<file path="src/rtl/bicubic_frame_sched.sv">
// Frame scheduler: admits WIDTH x HEIGHT pixels into the bicubic core, adds sof/eol/eof and inter-line gaps.
// Optional backpressure counter enabled by defining BICUBIC_SCHED_STALL_CNT_EN.
module bicubic_frame_sched #(
    parameter int DATA_W   = 24,
    parameter int WIDTH    = 960,
    parameter int HEIGHT   = 540,
    parameter int LINE_GAP = 4
) (
    input  logic              clk,
    input  logic              rst_n,
    input  logic              start,
    input  logic              abort,
    input  logic              s_valid,
    input  logic [DATA_W-1:0] s_data,
    output logic              s_ready,
    output logic              m_valid,
    output logic [DATA_W-1:0] m_data,
    input  logic              m_ready,
    output logic              m_sof,
    output logic              m_eol,
    output logic              m_eof,
    output logic              busy,
    output logic              done,
    output logic [31:0]       stall_cnt
);

    localparam int XW = (WIDTH > 1) ? $clog2(WIDTH) : 1;
    localparam int YW = (HEIGHT > 1) ? $clog2(HEIGHT) : 1;
    localparam int GW = (LINE_GAP > 0) ? $clog2(LINE_GAP + 1) : 1;

    localparam logic [XW-1:0] X_LAST = XW'(WIDTH - 1);
    localparam logic [YW-1:0] Y_LAST = YW'(HEIGHT - 1);
    localparam logic [GW-1:0] G_LAST = GW'((LINE_GAP > 0) ? LINE_GAP - 1 : 0);

    typedef enum logic [1:0] {
        IDLE   = 2'd0,
        STREAM = 2'd1,
        GAP    = 2'd2,
        DONE   = 2'd3
    } state_t;

    state_t        state_q;
    logic [XW-1:0] x_cnt_q;
    logic [YW-1:0] y_cnt_q;
    logic [GW-1:0] gap_cnt_q;

    // Handshake valid/ready: a pixel moves only when m_valid and m_ready are both high
    // in the same cycle; abort suppresses both sides so nothing moves in that cycle.
    logic stream_on;
    logic hs;

    assign stream_on = (state_q == STREAM) & ~abort;
    assign m_valid   = stream_on & s_valid;
    assign s_ready   = stream_on & m_ready;
    assign m_data    = s_data;
    assign hs        = m_valid & m_ready;

    assign m_sof = m_valid & (x_cnt_q == '0) & (y_cnt_q == '0);
    assign m_eol = m_valid & (x_cnt_q == X_LAST);
    assign m_eof = m_eol & (y_cnt_q == Y_LAST);
    assign busy  = (state_q != IDLE);
    assign done  = (state_q == DONE);

    always_ff @(posedge clk or negedge rst_n) begin
        if (!rst_n) begin
            state_q   <= IDLE;
            x_cnt_q   <= '0;
            y_cnt_q   <= '0;
            gap_cnt_q <= '0;
        end else if (abort) begin
            state_q   <= IDLE;
            x_cnt_q   <= '0;
            y_cnt_q   <= '0;
            gap_cnt_q <= '0;
        end else begin
            case (state_q)
                IDLE: begin
                    if (start) begin
                        state_q <= STREAM;
                        x_cnt_q <= '0;
                        y_cnt_q <= '0;
                    end
                end
                STREAM: begin
                    if (hs) begin
                        if (x_cnt_q == X_LAST) begin
                            x_cnt_q <= '0;
                            if (y_cnt_q == Y_LAST) begin
                                y_cnt_q <= '0;
                                state_q <= DONE;
                            end else begin
                                y_cnt_q <= y_cnt_q + 1'b1;
                                state_q <= (LINE_GAP > 0) ? GAP : STREAM;
                            end
                        end else begin
                            x_cnt_q <= x_cnt_q + 1'b1;
                        end
                    end
                end
                GAP: begin
                    // Gap lasts LINE_GAP cycles so the core can drain its line buffers.
                    if (gap_cnt_q == G_LAST) begin
                        gap_cnt_q <= '0;
                        state_q   <= STREAM;
                    end else begin
                        gap_cnt_q <= gap_cnt_q + 1'b1;
                    end
                end
                DONE: begin
                    state_q <= IDLE;
                end
                default: begin
                    state_q <= IDLE;
                end
            endcase
        end
    end

`ifdef BICUBIC_SCHED_STALL_CNT_EN
    logic [31:0] stall_q;

    // Held outside STREAM so software can read the count after the frame completes.
    always_ff @(posedge clk or negedge rst_n) begin
        if (!rst_n) begin
            stall_q <= '0;
        end else if ((state_q == IDLE) && start && !abort) begin
            stall_q <= '0;
        end else if ((state_q == STREAM) && s_valid && !m_ready && (stall_q != 32'hFFFF_FFFF)) begin
            stall_q <= stall_q + 32'd1;
        end
    end

    assign stall_cnt = stall_q;
`else
    assign stall_cnt = 32'd0;
`endif

endmodule

</file>
<file path="config.mk">
export PLATFORM = sky130hd
export DESIGN_NAME = bicubic_frame_sched
export DESIGN_NICKNAME = d
export VERILOG_FILES = /design/src/rtl/bicubic_frame_sched.sv
export SDC_FILE = /design/constraint.sdc
export NUM_CORES = 1
export LEC_CHECK = 0
export CAP_MARGIN = 20
export CORE_AREA = 4 4 80 82
export DETAILED_ROUTE_END_ITERATION = 8
export DIE_AREA = 0 0 84 86
export PLACE_DENSITY_LB_ADDON = 0.12
export REMOVE_ABC_BUFFERS = 1
export SLEW_MARGIN = 20
export SYNTH_ARGS = -nofsm -noshare
export SYNTH_HDL_FRONTEND = slang
export SYNTH_SLANG_ARGS = --single-unit
export TNS_END_PERCENT = 5
</file>
<file path="constraint.sdc">
create_clock -name clk -period 1.9 [get_ports clk]
set_clock_uncertainty 0.1 [all_clocks]
set_input_delay 0.19 -clock clk [delete_from_list [all_inputs] [get_ports clk]]
set_output_delay 0.19 -clock clk [all_outputs]
set_load 0.005 [all_outputs]
</file>
==> metrics <==
vias in the first global route 1527; CTS Buf Count 3; most frequent cells in the layout buf_4, conb_1, dfrtp_1; crit end category register; Final #Nets 291; root buffer cell clkbuf_8; crit path launch type register; post-synth top area cell dfrtp_1; PwrDens 480.9 nW/µm²; sequential share of power 47.8%; Crit path largest cell delay 0.38 ns; run status finished, violations left; top-area cell type share of the netlist area 32.53%; GRT overflow 0; slowest CP cell dfrtp_1; synthesized area 1923 µm²; Tmin final 2.133 ns; largest net degree at the start of global routing 26; synth-to-layout area growth 24.53%; Post-synth EDFFs 0; Yosys reg bits 25; CP Cell Sequence buf_6, ha_4, nand4_1, buf_4, o31a_1, buf_6, nor4b_4, xnor2_1, nor2_1; Ports 93; Synth warnings 0; Vias/cell 4.685; largest cells by area after synthesis dfrtp_1, buf_4, nor2_1; WL final 4942 µm; Most Frequent Cell on Critical Path buf_6; Crit path required time 1.96 ns; CP Max Fanout 4; Worst Slack Setup Final -0.2326 ns; switching pwr 331.7 µW; failing checks setup timing; antenna fix cells 0; later-pin clock latency in the skew report 0.27 ns; Async SR Flop Fraction 100.0%; average size of a mapped cell 8.741 µm²; combinational share of power 24.1%; # H-tree levels 1; Seq/Total Area, Yosys 32.53%; 1st-pass router iterations 4; VDD IR max 0.2620 mV; wire per inst 14.98 µm; first-pass GRT wire length 7721 µm; Post-DP HPWL 3785 µm; CTS tree built; Pint 819.9 µW; final worst path period share 112.2%; Initial Util 33.47%; clock power share 28.2%; layout cells sized above 1 33.33%; Die Wd 84 µm; ys flop type dfrtp_1; DR DRC count 0; port bufs 12; Rows 28; post-synthesis cell type count 46; maxcap violations 0; final hold viol count 0; Fmax achieved 468.9 MHz; Tot GR Track Use 13.62%; drt initial violations 79; final setup fails 12; Leak 1.096 nW; worst hold slack 0.1943 ns; Chip Height 86 µm; DR vias 1546; Slew Limit Fails 0; WS Path Type reg -> reg; GPL Wtd Cong 0.8157; commonest non-fill, non-tap cell in the layout buf_4; post-route core utilization 41.68%; Final ANT Viol Nets 0; # fillers 592; initial antenna violation count 0; Core Area 5746 µm²; CTS Hold Bufs 0; RSZ-0062 raised after global routing yes; Worst-path clk slew 0.10 ns; CP arrival 2.19 ns; TritonCTS sink count 25; DIE AREA 7224 µm²; Worst Hold Class in -> async; switch share 28.81%; clk buf depth 2; Cells after Synth 220
[metrics by stage]
stage	worst slack (ns)	cells	TNS, ns	cell area (µm²)	power [mW]
floorplan	-0.1265	191	-0.3306	1590	0.6656
global placement	-0.3933	321	-3.862	2140	0.8016
detailed placement	-0.4289	321	-4.065	2140	0.8000
CTS	-0.1907	326	-1.940	2290	1.142
global route	-0.3559	330	-3.369	2395	1.218
finish	-0.2326	330	-1.548	2395	1.152
[cells by family after synthesis]
logic type	count (synthesis)	synth area share, %
xor gates and xnor gates	10	4.555
and+or+nand+nor	86	25.70
buffers and inverters	66	24.53
DFF	25	32.53
AOI/OAI and AO/OA	26	8.654
adders and majority gates	5	3.253
muxes	1	0.5855
other	1	0.1950
[Yosys cell counts (all sizes together), types with 2 or more instances]
| library cell | n |
|---|---|
| a21oi | 5 |
| a22o | 2 |
| and2 | 5 |
| and3 | 5 |
| buf | 59 |
| dfrtp | 25 |
| ha | 5 |
| inv | 6 |
| nand2 | 12 |
| nand3 | 9 |
| nand4 | 4 |
| nor2 | 22 |
| nor2b | 2 |
| nor3 | 7 |
| nor3b | 2 |
| nor4 | 5 |
| nor4b | 2 |
| o21ai | 12 |
| o31ai | 3 |
| or2 | 2 |
| or3 | 3 |
| xnor2 | 7 |
| xor2 | 3 |
[power groups by stage]
stage,Sequential (mW),Clock (mW),Combinational [mW]
5_1_grt,0.551,0.358,0.309
2_1_floorplan,0.565,0,0.101
6_report,0.550,0.325,0.277
4_1_cts,0.550,0.338,0.254
3_3_place_gp,0.560,0,0.241
3_5_place_dp,0.560,0,0.240
[flip-flops by register name (all words and copies together), names as in the netlist]
| signal | flops |
|---|---|
| y_cnt_q | 10 |
| x_cnt_q | 10 |
| gap_cnt_q | 3 |
| state_q | 2 |
[worst paths after layout]
kind	slack (ns)	startpoint	cells after the start	to
worst min-delay path	0.19	rst_n	2	x_cnt_q[1]
max in group asynchronous	1.25	rst_n	2	y_cnt_q[4]
worst min register to register	0.42	gap_cnt_q[1]	1	gap_cnt_q[1]
worst max-delay path	-0.23	x_cnt_q[0]	9	y_cnt_q[6]
min in group clk	0.28	s_data[6]	0	m_data[6]
worst max register to register	-0.23	x_cnt_q[0]	9	y_cnt_q[6]
[layout make-up]
cell class | count | area, µm² | area share (%)
Tap cell | 75 | 93.84 | 3.918
Timing Repair Buffer | 60 | 508.0 | 21.21
Multi-Input combinational cell | 160 | 1099 | 45.87
Clock inverter | 1 | 5.005 | 0.2090
Inverter | 6 | 22.52 | 0.9404
Sequential cell | 25 | 625.6 | 26.12
Clock buffer | 3 | 41.29 | 1.724
[what timing repair did]
item / 4_1_cts / 5_1_grt
endpoints found under the setup margin: 17 / 23
pin swaps: 10 / 8
gates resized for setup: 33 / 16
buffers inserted: 1 / 4
cloned: 0 / 0
[layer usage]
layer | GRT usage, % | share of wire (%)
met2 | 19.31 | 41
met1 | 19.21 | 46
met4 | 3.216 | 0.51
met5 | 1.399 | 0
met3 | 5.476 | 13
[critical path: cells and delay by family (launching register included)]
family / cells / cell delay, ns
fa+ha+maj: 1 / 0.13
xor+xnor: 1 / 0.15
flops: 1 / 0.38
compound gates: 1 / 0.33
buf+inv: 3 / 0.44
simple gates: 3 / 0.48
(Power assumes the default switching activity.)
